## config.mk

```make
export PLATFORM = sky130hd
export DESIGN_NAME = isa_io_cycle_master
export DESIGN_NICKNAME = d
export VERILOG_FILES = /design/src/rtl/isa_io_cycle_master.sv
export SDC_FILE = /design/constraint.sdc
export NUM_CORES = 1
export LEC_CHECK = 0
export CAP_MARGIN = 20
export CORE_UTILIZATION = 40
export DETAILED_ROUTE_END_ITERATION = 10
export HOLD_SLACK_MARGIN = 0.1
export PLACE_DENSITY = 0.78
export SLEW_MARGIN = 0
export SYNTH_ARGS = -nofsm -noshare
export SYNTH_HDL_FRONTEND = slang
export SYNTH_SLANG_ARGS = --single-unit
```

## constraint.sdc

```tcl
create_clock -name isa_clk -period 5.5 [get_ports isa_clk]
set_input_delay 1.1 -clock isa_clk [delete_from_list [all_inputs] [get_ports isa_clk]]
set_output_delay 1.1 -clock isa_clk [all_outputs]
set_load 0.02 [all_outputs]
```

## src/rtl/isa_io_cycle_master.sv

```systemverilog
// Host-side ISA I/O cycle initiator: one command in, one full ALE/AEN/IOR#/IOW# cycle out,
// with CHRDY wait-state stretching, a bounded wait timeout and registered bus outputs.
module isa_io_cycle_master #(
  parameter int ADDR_WIDTH    = 10,
  parameter int DATA_WIDTH    = 8,
  parameter int ALE_CYCLES    = 1,
  parameter int SETUP_CYCLES  = 1,
  parameter int STROBE_CYCLES = 4,
  parameter int HOLD_CYCLES   = 1,
  parameter int WAIT_TIMEOUT  = 64
) (
  input  logic                  isa_clk,
  input  logic                  isa_reset,
  input  logic                  cmd_valid,
  output logic                  cmd_ready,
  input  logic                  cmd_write,
  input  logic [ADDR_WIDTH-1:0] cmd_addr,
  input  logic [DATA_WIDTH-1:0] cmd_wdata,
  output logic                  rsp_valid,
  output logic [DATA_WIDTH-1:0] rsp_rdata,
  output logic                  rsp_timeout,
  output logic                  busy,
  output logic [ADDR_WIDTH-1:0] isa_addr,
  output logic [DATA_WIDTH-1:0] isa_data_out,
  output logic                  isa_data_oe,
  input  logic [DATA_WIDTH-1:0] isa_data_in,
  output logic                  isa_ale,
  output logic                  isa_aen,
  output logic                  isa_ior,
  output logic                  isa_iow,
  input  logic                  isa_chrdy
);

  typedef enum logic [2:0] {
    S_IDLE,
    S_ALE,
    S_SETUP,
    S_STROBE,
    S_WAIT,
    S_HOLD,
    S_DONE
  } state_t;

  localparam int MAX_AS   = (ALE_CYCLES > SETUP_CYCLES) ? ALE_CYCLES : SETUP_CYCLES;
  localparam int MAX_PH   = (STROBE_CYCLES > HOLD_CYCLES) ? STROBE_CYCLES : HOLD_CYCLES;
  localparam int MAX_ASPH = (MAX_AS > MAX_PH) ? MAX_AS : MAX_PH;
  localparam int CNT_MAX  = (MAX_ASPH > WAIT_TIMEOUT) ? MAX_ASPH : WAIT_TIMEOUT;
  localparam int CW       = (CNT_MAX > 1) ? $clog2(CNT_MAX) : 1;

  // Each state's counter is loaded with its duration minus one and leaves on zero.
  localparam logic [CW-1:0] ALE_LD    = CW'(ALE_CYCLES - 1);
  localparam logic [CW-1:0] SETUP_LD  = CW'(SETUP_CYCLES - 1);
  localparam logic [CW-1:0] STROBE_LD = CW'(STROBE_CYCLES - 1);
  localparam logic [CW-1:0] HOLD_LD   = CW'(HOLD_CYCLES - 1);
  localparam logic [CW-1:0] WAIT_LD   = CW'(WAIT_TIMEOUT - 1);

  state_t                  state_q, state_d;
  logic [CW-1:0]           cnt_q, cnt_d;
  logic                    write_q, write_d;
  logic [ADDR_WIDTH-1:0]   addr_q, addr_d;
  logic [DATA_WIDTH-1:0]   wdata_q, wdata_d;
  logic [DATA_WIDTH-1:0]   rdata_q, rdata_d;
  logic                    tmo_q, tmo_d;

  logic ale_q, ale_d;
  logic aen_q, aen_d;
  logic ior_q, ior_d;
  logic iow_q, iow_d;
  logic oe_q, oe_d;
  logic rsp_valid_q, rsp_valid_d;

  logic cnt_zero;
  logic strobe_d;
  logic own_d;

  assign cnt_zero = (cnt_q == '0);

  always_comb begin
    state_d = state_q;
    cnt_d   = cnt_q;
    write_d = write_q;
    addr_d  = addr_q;
    wdata_d = wdata_q;
    rdata_d = rdata_q;
    tmo_d   = tmo_q;

    unique case (state_q)
      S_IDLE: begin
        if (cmd_valid) begin
          state_d = S_ALE;
          cnt_d   = ALE_LD;
          write_d = cmd_write;
          addr_d  = cmd_addr;
          wdata_d = cmd_wdata;
          tmo_d   = 1'b0;
        end
      end
      S_ALE: begin
        if (cnt_zero) begin
          state_d = S_SETUP;
          cnt_d   = SETUP_LD;
        end else begin
          cnt_d = cnt_q - 1'b1;
        end
      end
      S_SETUP: begin
        if (cnt_zero) begin
          state_d = S_STROBE;
          cnt_d   = STROBE_LD;
        end else begin
          cnt_d = cnt_q - 1'b1;
        end
      end
      S_STROBE: begin
        if (!cnt_zero) begin
          cnt_d = cnt_q - 1'b1;
        end else if (isa_chrdy) begin
          if (!write_q) rdata_d = isa_data_in;
          state_d = S_HOLD;
          cnt_d   = HOLD_LD;
        end else begin
          state_d = S_WAIT;
          cnt_d   = WAIT_LD;
        end
      end
      S_WAIT: begin
        // A ready target on the final wait clock still completes normally.
        if (isa_chrdy) begin
          if (!write_q) rdata_d = isa_data_in;
          state_d = S_HOLD;
          cnt_d   = HOLD_LD;
        end else if (cnt_zero) begin
          if (!write_q) rdata_d = '0;
          tmo_d   = 1'b1;
          state_d = S_HOLD;
          cnt_d   = HOLD_LD;
        end else begin
          cnt_d = cnt_q - 1'b1;
        end
      end
      S_HOLD: begin
        if (cnt_zero) begin
          state_d = S_DONE;
        end else begin
          cnt_d = cnt_q - 1'b1;
        end
      end
      S_DONE: begin
        state_d = S_IDLE;
      end
      default: begin
        state_d = S_IDLE;
      end
    endcase

    // Bus outputs are registered from the next state so they switch cleanly on the edge.
    strobe_d    = (state_d == S_STROBE) || (state_d == S_WAIT);
    own_d       = (state_d == S_ALE) || (state_d == S_SETUP) || strobe_d || (state_d == S_HOLD);
    ale_d       = (state_d == S_ALE);
    aen_d       = !own_d;
    ior_d       = !(strobe_d && !write_d);
    iow_d       = !(strobe_d && write_d);
    oe_d        = write_d && own_d && (state_d != S_ALE);
    rsp_valid_d = (state_d == S_DONE);
  end

  always_ff @(posedge isa_clk) begin
    if (isa_reset) begin
      state_q     <= S_IDLE;
      cnt_q       <= '0;
      write_q     <= 1'b0;
      addr_q      <= '0;
      wdata_q     <= '0;
      rdata_q     <= '0;
      tmo_q       <= 1'b0;
      ale_q       <= 1'b0;
      aen_q       <= 1'b1;
      ior_q       <= 1'b1;
      iow_q       <= 1'b1;
      oe_q        <= 1'b0;
      rsp_valid_q <= 1'b0;
    end else begin
      state_q     <= state_d;
      cnt_q       <= cnt_d;
      write_q     <= write_d;
      addr_q      <= addr_d;
      wdata_q     <= wdata_d;
      rdata_q     <= rdata_d;
      tmo_q       <= tmo_d;
      ale_q       <= ale_d;
      aen_q       <= aen_d;
      ior_q       <= ior_d;
      iow_q       <= iow_d;
      oe_q        <= oe_d;
      rsp_valid_q <= rsp_valid_d;
    end
  end

  assign cmd_ready    = (state_q == S_IDLE);
  assign busy         = (state_q != S_IDLE);
  assign rsp_valid    = rsp_valid_q;
  assign rsp_rdata    = rdata_q;
  assign rsp_timeout  = tmo_q;
  assign isa_addr     = addr_q;
  assign isa_data_out = wdata_q;
  assign isa_data_oe  = oe_q;
  assign isa_ale      = ale_q;
  assign isa_aen      = aen_q;
  assign isa_ior      = ior_q;
  assign isa_iow      = iow_q;

endmodule

```

==> run metrics, run 1 <==
pwr/cell area 484 nW/um2; # hold bufs at CTS 0; total routed wirelength slightly above 4 mm; relative slew slack 52.9%; most frequent cells in the layout 65 x clkdlybuf4s50_1, 46 x nand2_1, 43 x dfxtp_1, 28 x a21oi_1, 22 x nor2_1; Worst Reg-to-Reg Cells 5; GRT Total Usage 17.5%; gp weighted congestion approximately 0.87; Post-Place Cells about 330; Critical Path End Type primary output; drt drc 8; # H-tree levels 2; clk slew on worst S/H paths ~80 ps; Num CTS Buffers 5; Placeable Area around 4400 um2; Gate power share 48.1%; first-pass GRT wire length just over 7 mm; cells after synthesis ~220; die footprint between 4000 and 5000 um2; share of cells above drive strength 1 under 10%; Final Max Slew Viols 0; largest net degree at the start of global routing 37; CTS Root Buffer Type clkbuf_8; synthesized area per cell around 8.5 um2; cell area after synthesis 1890 um2; FMAX between 300 and 400 MHz; Final period util approximately 55%; Synth Warn # 0; Reg area ~860 um2; worst r2r src state_q[1]$_SDFF_PP0_; PortBufs 65; diodes inserted 0; Internal Power approximately 0.00076 W; maximum clock insertion buffer count 2; Sw Pwr approximately 0.00052 W; Post-synth ARST share 0%; DIE HEIGHT a little over 70 um; setup_tns 0 ps; grt total ovfl 0; commonest non-fill, non-tap cell in the layout clkdlybuf4s50_1; leakage power total 0.962 nW; fin util between 50% and 60%; Final Hold Violating Endpoints 0; worst-skew pair later-pin latency 290 ps; worst-path fanout max 14; Post-layout nets 316; Worst Path Arrival slightly below 2000 ps; max_cap viols 0; Setup Buffers After CTS 0; fillers 394; RSZ-0062 raised after global routing false; hold path endpoint isa_addr[5]$_SDFFE_PP0P_; Initial Util a little over two fifths; IO Pins 66; Primary FF master, synth dfxtp_1; switch share around two fifths; fin crit period between 3000 and 4000 ps; Setup Skew about 8.1 ps; final count of negative-setup-slack endpoints 0; placed cell areas approximately 2500 um2; FP Rows 24; DRT Pass-1 Iters 7; Worst Hold Depth 2; area occupied by multi-input gates between 900 and 1000 um2; die width 70.7 um; Req. time, crit path between 4000 and 5000 ps; antenna violations before repair 0; via count roughly 1700; WS Path Type flip-flop to primary output; post-route design area ~2700 um2; Max IR drop VDD 0.000284 V; Non-Filler Instances between 300 and 400; reg-to-reg endpoint isa_data_oe$_SDFF_PP0_; Avg WL per Cell 12.3 um; via/cell ratio just over 5; Layout area overhead 40.7%; sequential power share 34.9%; startpoint types flip-flop; vias in the first global route approximately 1600; outcome finished, violations left; Clock power frac between 15 and 20%; Final ANT Viol Nets 0; FF+latch count, synth 43; synth unique cells 46; number of synthesized flops with an enable pin 0; Resized cells post-CTS 0; Worst-Margin Slew slightly above 700 ps; Post-DP HPWL between 2 and 3 mm; total nets after synthesis around 260; CTS sink cnt 43; Starting DRT DRC Count about 110; sequential-to-total area share from yosys stat 45.7%; HP Class flip-flop to flip-flop; R2R setup slack between 3000 and 4000 ps; failing checks design-rule violations; CTS tree yes; hold path start isa_addr[5]$_SDFFE_PP0P_
stage by stage:
step / setup WS, ps / hold slack (ps) / power [W]
after detailed placement: 2600 / 448 / 0.00107
after floorplan: 3200 / 508 / 0.000883
final: 2450 / 458 / 0.00128
after global placement: 2670 / 441 / 0.00107
after global routing: 2340 / 479 / 0.00138
after CTS: 2400 / 457 / 0.00129
power by group through the flow:
stage	combinational (W)	clock, W	sequential, W
finish	0.000618	0.000218	0.000447
global route	0.000682	0.000239	0.000460
CTS	0.000619	0.000224	0.000447
detailed placement	0.000617	0	0.000454
global placement	0.000613	0	0.000453
floorplan	0.000402	0	0.000481
cells in the mapped netlist, types with 2 or more instances:
cell type,n,area [um2]
mux2i_1,11,110
nand3_1,2,10.0
nor2_1,22,82.6
ha_1,2,25.0
a21oi_1,28,140
o21ai_0,6,30.0
and2b_1,2,15.0
inv_1,4,15.0
nor3_1,9,45.0
nor2b_1,3,18.8
dfxtp_1,43,861
nand2b_1,2,12.5
buf_2,6,30.0
clkbuf_1,5,18.8
and2_1,2,12.5
nand2_1,46,173
how the worst max path moves through the flow:
stage | start | to | slack (ps) | depth (start not counted)
2_1_floorplan | state_q[1]$_SDFF_PP0_ | busy | 3200 | 2
3_3_place_gp | cmd_valid | isa_data_oe$_SDFF_PP0_ | 2670 | 5
3_5_place_dp | cmd_valid | isa_data_oe$_SDFF_PP0_ | 2600 | 5
4_1_cts | state_q[1]$_SDFF_PP0_ | cmd_ready | 2400 | 2
5_1_grt | state_q[1]$_SDFF_PP0_ | cmd_ready | 2340 | 2
6_report | state_q[1]$_SDFF_PP0_ | cmd_ready | 2450 | 2
per-layer routing:
layer	share of wire (%)	global-route usage [%]	vias to the layer above	routed length (um)
li1	-	-	888	-
met1	46	23.4	768	1920
met2	45	26.5	59	1890
met3	7.9	6.13	2	326
met4	0.41	5.56	0	17
met5	0	0	-	0
area by class of cell:
cell class,count,share of cell area [%]
multi-input combinational,163,35.8
sequential,43,32.5
timing repair buffer,66,24.8
clock buffer,7,3.63
tap,52,2.45
inverter,4,0.566
clock inverter,1,0.283
worst max-delay path: stages (launching register included):
cell and delay (ps):
dfxtp_1 450, nor3_1 510, clkdlybuf4s50_1 710
kinds of logic after synthesis:
kind of cell | Yosys count | share of synthesized area [%]
buf+inv | 17 | 3.98
xor+xnor | 1 | 0.465
simple gates | 102 | 26.7
compound gates | 47 | 16.1
flops | 43 | 45.7
fa+ha+maj | 2 | 1.33
mux | 11 | 5.84
flip-flops by register name (all words and copies together) (netlist names), 3 cells and up:
register      flops
rsp_rdata         8
state_q           3
cnt_q             6
isa_addr         10
isa_data_out      8
Note: power is estimated with default switching activity, not from simulation.
==> inputs of run 2 (changes only) <==
- PLACE_DENSITY: 0.78 -> 0.81
- clock period: 5.5 -> 2.8 ns (I/O delays scaled with it)
==> run 2 against run 1 <==
Effect of this change:
- the run still ends with design-rule violations left
- count of clock-buffer cells in the layout fell by 1
- sequential power is 96% higher
- final cell count grew 0.60%
- power increased by 100%
- cell area up 1.1%
- sequential share of layout area decreased by 0.35 points
- core utilization is 0.65 points higher
- sequential cell count is the same
- worst setup slack got worse by 2100 ps
- routed wire length grew 1.2%
- critical path type unchanged
==> run metrics, run 2 (synthesis results as in run 1) <==
outcome finished, violations left; failing checks design-rule violations; Critical Path, Cell by Cell nor3_1 -> clkdlybuf4s50_1; setup_tns 0 ps; FP Rows 24; Layout area overhead 42.2%; relative slew slack between 60% and 70%; HP Class flip-flop to flip-flop; Worst Hold Depth 2; max reg flops 10; max_cap viols 0; Max IR drop VDD slightly above 0.0007 V; RSZ-0062 raised after global routing false; Post-layout nets 318; met2 usage between 20% and 30%; diodes inserted 0; met3 Use GR around 6.3%; Placeable Area 4440 um2; startpoint types flip-flop; Final Hold Violating Endpoints 0; Setup WS pre-CTS about 540 ps; leakage power total 0.982 nW; largest net degree at the start of global routing 29; post-route design area 2680 um2; Critical Path End Type primary output; Resized cells post-CTS 0; # hold bufs at CTS 0; final count of negative-setup-slack endpoints 0; commonest non-fill, non-tap cell in the layout clkdlybuf4s50_1; switch share 39.4%; drt drc 10; Reg area roughly 860 um2; Setup Buffers After CTS 0; WS Path Type flip-flop to primary output; Gate power share a little under half; Internal Power approximately 0.0016 W; grt total ovfl 0; Final ANT Viol Nets 0; Worst Setup Slack, final about 360 ps; Worst Reg-to-Reg Cells 7; layer carrying the most global-route usage met2; maximum clock insertion buffer count 2; via count 1751; worst-skew pair later-pin latency about 290 ps; slowest CP cell clkdlybuf4s50_1; placed cell areas about 2600 um2; worst-path fanout max 14; Final period util between 80% and 90%; via/cell ratio 5.18; pwr/cell area 971 nW/um2; Starting DRT DRC Count 121; CTS sink cnt 43; clk slew on worst S/H paths roughly 70 ps; sequential power share between 30% and 40%; critical path's largest stage delay 690 ps; grt met1 use 22.1%; antenna violations before repair 0; die width approximately 71 um; gp weighted congestion ~0.9; Worst-Margin Slew around 560 ps; Final Max Slew Viols 0; die footprint roughly 5000 um2; CTS tree yes; GRT Total Usage between 15 and 20%; CTS Root Buffer Type clkbuf_8; Clock power frac 18.6%; total routed wirelength 4.20 mm; # H-tree levels 2; area occupied by multi-input gates between 900 and 1000 um2; Req. time, crit path around 2200 ps; FMAX between 400 and 500 MHz; Setup Skew between 3 and 4 ps; vias in the first global route around 1600; IO Pins between 60 and 70; Post-DP HPWL 2.97 mm; most frequent cells in the layout 65 x clkdlybuf4s50_1, 46 x nand2_1, 43 x dfxtp_1, 28 x a21oi_1, 22 x nor2_1; Sw Pwr 0.00103 W; PortBufs 65; share of cells above drive strength 1 around 7.3%; fillers 388; Worst Path Arrival between 1500 and 2000 ps; fin crit period between 2000 and 2500 ps; Initial Util around 42%; DIE HEIGHT slightly above 70 um; DRT Pass-1 Iters 7; Num CTS Buffers 5; first-pass GRT wire length between 7 and 8 mm; Avg WL per Cell about 12 um
[run 2: through the flow]
step                hold WS (ps)  power, W  utilization [%]  cells
detailed placement           447   0.00212             57.7    330
global route                 485   0.00280             60.3    338
CTS                          457   0.00262             60.3    338
global placement             440   0.00212             57.7    330
floorplan                    508   0.00173                -    223
finish                       455   0.00260             60.3    338
[run 2: area by class of cell]
type                    count  area share, %
well taps                  52           2.43
multi-input cells         163           35.4
repair buffers             68           25.1
clock inverters             2           1.31
flip-flops and latches     43           32.1
inverters                   4          0.560
clock buffers               6           3.08
[run 2: path summary, 6_finish.rpt]
path / slack, ps / to / start
max: 360 / cmd_ready / state_q[1]$_SDFF_PP0_
min: 450 / isa_addr[9]$_SDFFE_PP0P_ / isa_addr[9]$_SDFFE_PP0P_
max reg2reg: 760 / rsp_rdata[2]$_SDFFE_PP0P_ / cnt_q[0]$_SDFFE_PP0P_
min reg2reg: 450 / isa_addr[9]$_SDFFE_PP0P_ / isa_addr[9]$_SDFFE_PP0P_
[run 2: worst max-delay path: cells and delay by family (launching register included)]
kind	cells	cell delay (ps)
flops	1	440
buf+inv	1	690
simple gates	1	460
[run 2: per-layer routing]
metal / wire length [um] / share of wire [%]
met1: 1850 / 44
met2: 1930 / 46
met3: 363 / 8.7
met4: 59 / 1.4
met5: 0 / 0
[run 2: power groups by stage]
stage / combinational [W] / clock [W] / sequential (W)
global route: 0.00136 / 0.000535 / 0.000904
floorplan: 0.000790 / 0 / 0.000945
finish: 0.00124 / 0.000483 / 0.000877
global placement: 0.00123 / 0 / 0.000887
CTS: 0.00124 / 0.000501 / 0.000877
detailed placement: 0.00123 / 0 / 0.000889
==> inputs of run 3 (changes only) <==
- ABC_AREA: unset -> 1
- PLACE_DENSITY: 0.81 -> 0.8
- SLEW_MARGIN: 0 -> 10
==> run 3 against run 2 <==
Effect of this change:
- the flow now finishes without violations
- power rose by 7.5%
- highest routed layer unchanged
- critical endpoint unchanged
- area after synthesis is 8.7% higher
- register-to-register slack better by 120 ps
- routed wire length rose by 19%
- final cell count up 24%
==> run metrics, run 3 <==
critical path's largest stage delay 600 ps; Final Hold Violating Endpoints 0; startpoint types flip-flop; R2R setup slack just under 900 ps; worst-path fanout max 4; max_cap viols 0; Primary FF master, synth dfxtp_1; top cell type by total area after synthesis dfxtp_1; WP depth 4; HP Class flip-flop to flip-flop; post-route design area 2870 um2; number of synthesized flops with an enable pin 0; IO Pins 66; share of cells above drive strength 1 11.4%; DRT Pass-1 Iters 4; Worst-Margin Slew about 650 ps; CP top delay family buffers and inverters; synthesized area per cell 7.17 um2; Layout area overhead 39.9%; GRT Total Usage 19.5%; pwr/cell area between 900 and 1000 nW/um2; Setup Buffers After CTS 0; ranking of synthesized cells by area dfxtp_1 42%, nand2_1 12%, nor2_1 10%; Post-layout nets roughly 380; hold path start cnt_q[4]$_SDFFE_PP0P_; Overall Power 0.00280 W; CTS sink cnt between 40 and 50; Worst Path Arrival approximately 1700 ps; Worst Reg-to-Reg Cells 8; Critical Path End Type primary output; reg-to-reg endpoint isa_ior$_SDFF_PP1_; grt total ovfl 0; Gate power share between 50% and 60%; drt drc 0; Final period util 79.8%; Critical Path, Cell by Cell nor2_2 -> nand2_1 -> inv_1 -> clkdlybuf4s50_1; FP Rows 25; Resized cells post-CTS 0; WP buf/inv 2; CTS tree yes; setup_tns 0 ps; diodes inserted 0; fillers 437; sequential-to-total area share from yosys stat 42.0%; Initial Util between 40% and 50%; synth unique cells 30; Final ANT Viol Nets 0; Synth top cells by count 65 x nand2_1, 55 x nor2_1, 43 x dfxtp_1, 20 x o21ai_0, 19 x inv_1; Internal Power about 0.0016 W; placed cell areas between 2000 and 3000 um2; largest net degree at the start of global routing 23; PortBufs 65; hold path endpoint cnt_q[4]$_SDFFE_PP0P_; FF+latch count, synth between 40 and 50; sequential power share between 30 and 40%; final count of negative-setup-slack endpoints 0; area occupied by multi-input gates approximately 1000 um2; # H-tree levels 2; die width between 70 and 80 um; Num CTS Buffers 5; maximum clock insertion buffer count 2; antenna violations before repair 0; die footprint 5410 um2; Clock power frac about a fifth; top-count cell post-synth nand2_1; WS Path Type flip-flop to primary output; Synth Warn # 0; max reg flops 10; Req. time, crit path 2240 ps; Max IR drop VDD roughly 0.00050 V; gp weighted congestion roughly 0.9; relative slew slack between 50 and 60%; Setup Skew 13.2 ps; via/cell ratio a little under 5; total nets after synthesis around 320; clk slew on worst S/H paths 90 ps; FMAX 448 MHz; Placeable Area 4820 um2; via count a little over 2000; DIE HEIGHT around 74 um; Sw Pwr about 0.0012 W; Worst Hold Depth 2; Avg WL per Cell 11.9 um; first-pass GRT wire length 8.09 mm; fin crit period 2230 ps; Post-DP HPWL ~3.6 mm; most frequent cells in the layout 65 x nand2_1, 65 x clkdlybuf4s50_1, 55 x nor2_1, 43 x dfxtp_1, 20 x o21ai_0; RSZ-0062 raised after global routing false; vias in the first global route roughly 1800; worst r2r src state_q[2]$_SDFF_PP0_; Starting DRT DRC Count 92; Post-synth ARST share 0%; slowest CP cell clkdlybuf4s50_1; Synth top area share a little over two fifths; switch share between 40% and 50%; leakage power total 1.19 nW; CTS Root Buffer Type clkbuf_8; outcome finished clean; # hold bufs at CTS 0; cells after synthesis roughly 290; cell area after synthesis about 2000 um2; total routed wirelength 4.99 mm; Reg area 861 um2; Final Max Slew Viols 0; worst-skew pair later-pin latency 300 ps
run 3: worst max path at each step:
stage / slack, ps / end / from
6_report: 570 / cmd_ready / state_q[1]$_SDFF_PP0_
5_1_grt: 500 / cmd_ready / state_q[1]$_SDFF_PP0_
4_1_cts: 580 / cmd_ready / state_q[1]$_SDFF_PP0_
3_5_place_dp: 510 / isa_ior$_SDFF_PP1_ / cmd_valid
3_3_place_gp: 560 / isa_ior$_SDFF_PP1_ / cmd_valid
2_1_floorplan: 1360 / isa_addr[7]$_SDFFE_PP0P_ / state_q[1]$_SDFF_PP0_
run 3: per-stage QoR:
stage | utilization [%] | instances | setup slack, ps | hold slack (ps)
floorplan | - | 286 | 1360 | 458
global placement | 57.0 | 410 | 557 | 462
detailed placement | 57.0 | 410 | 507 | 475
CTS | 59.5 | 418 | 578 | 487
global route | 59.5 | 418 | 496 | 517
finish | 59.5 | 418 | 566 | 485
run 3: tightest hold or removal path, stage by stage, from the launching register on:
cell and delay (ps):
dfxtp_1 330, nand2_1 60, a21oi_1 50
run 3: logic make-up (layout without fill, tap and decap cells):
family          after synthesis  count (layout)  share of synthesized area, %
compound gates               54              54                          16.4
xor+xnor                      3               3                          1.28
fa+ha+maj                     2               2                          1.22
buf+inv                      34              99                          7.26
flops                        43              43                          42.0
simple gates                150             150                          31.8
run 3: routing by layer:
metal	track usage, %	wire [um]
met1	24.1	2250
met2	32.9	2420
met3	5.08	240
met4	6.41	74
met5	0	0
run 3: power groups by stage:
stage	clock network, W	logic (W)	registers, W
floorplan	0	0.000874	0.000985
global placement	0	0.00138	0.000878
detailed placement	0	0.00140	0.000879
CTS	0.000525	0.00141	0.000867
global route	0.000556	0.00155	0.000886
finish	0.000521	0.00141	0.000867
run 3: final cells by class:
class                   count  share of cell area (%)
clock buffers               6                    2.88
inverters                  24                    3.32
multi-input cells         209                    36.3
well taps                  67                    2.92
clock inverters             2                    1.35
repair buffers             67                    23.2
flip-flops and latches     43                    30.0
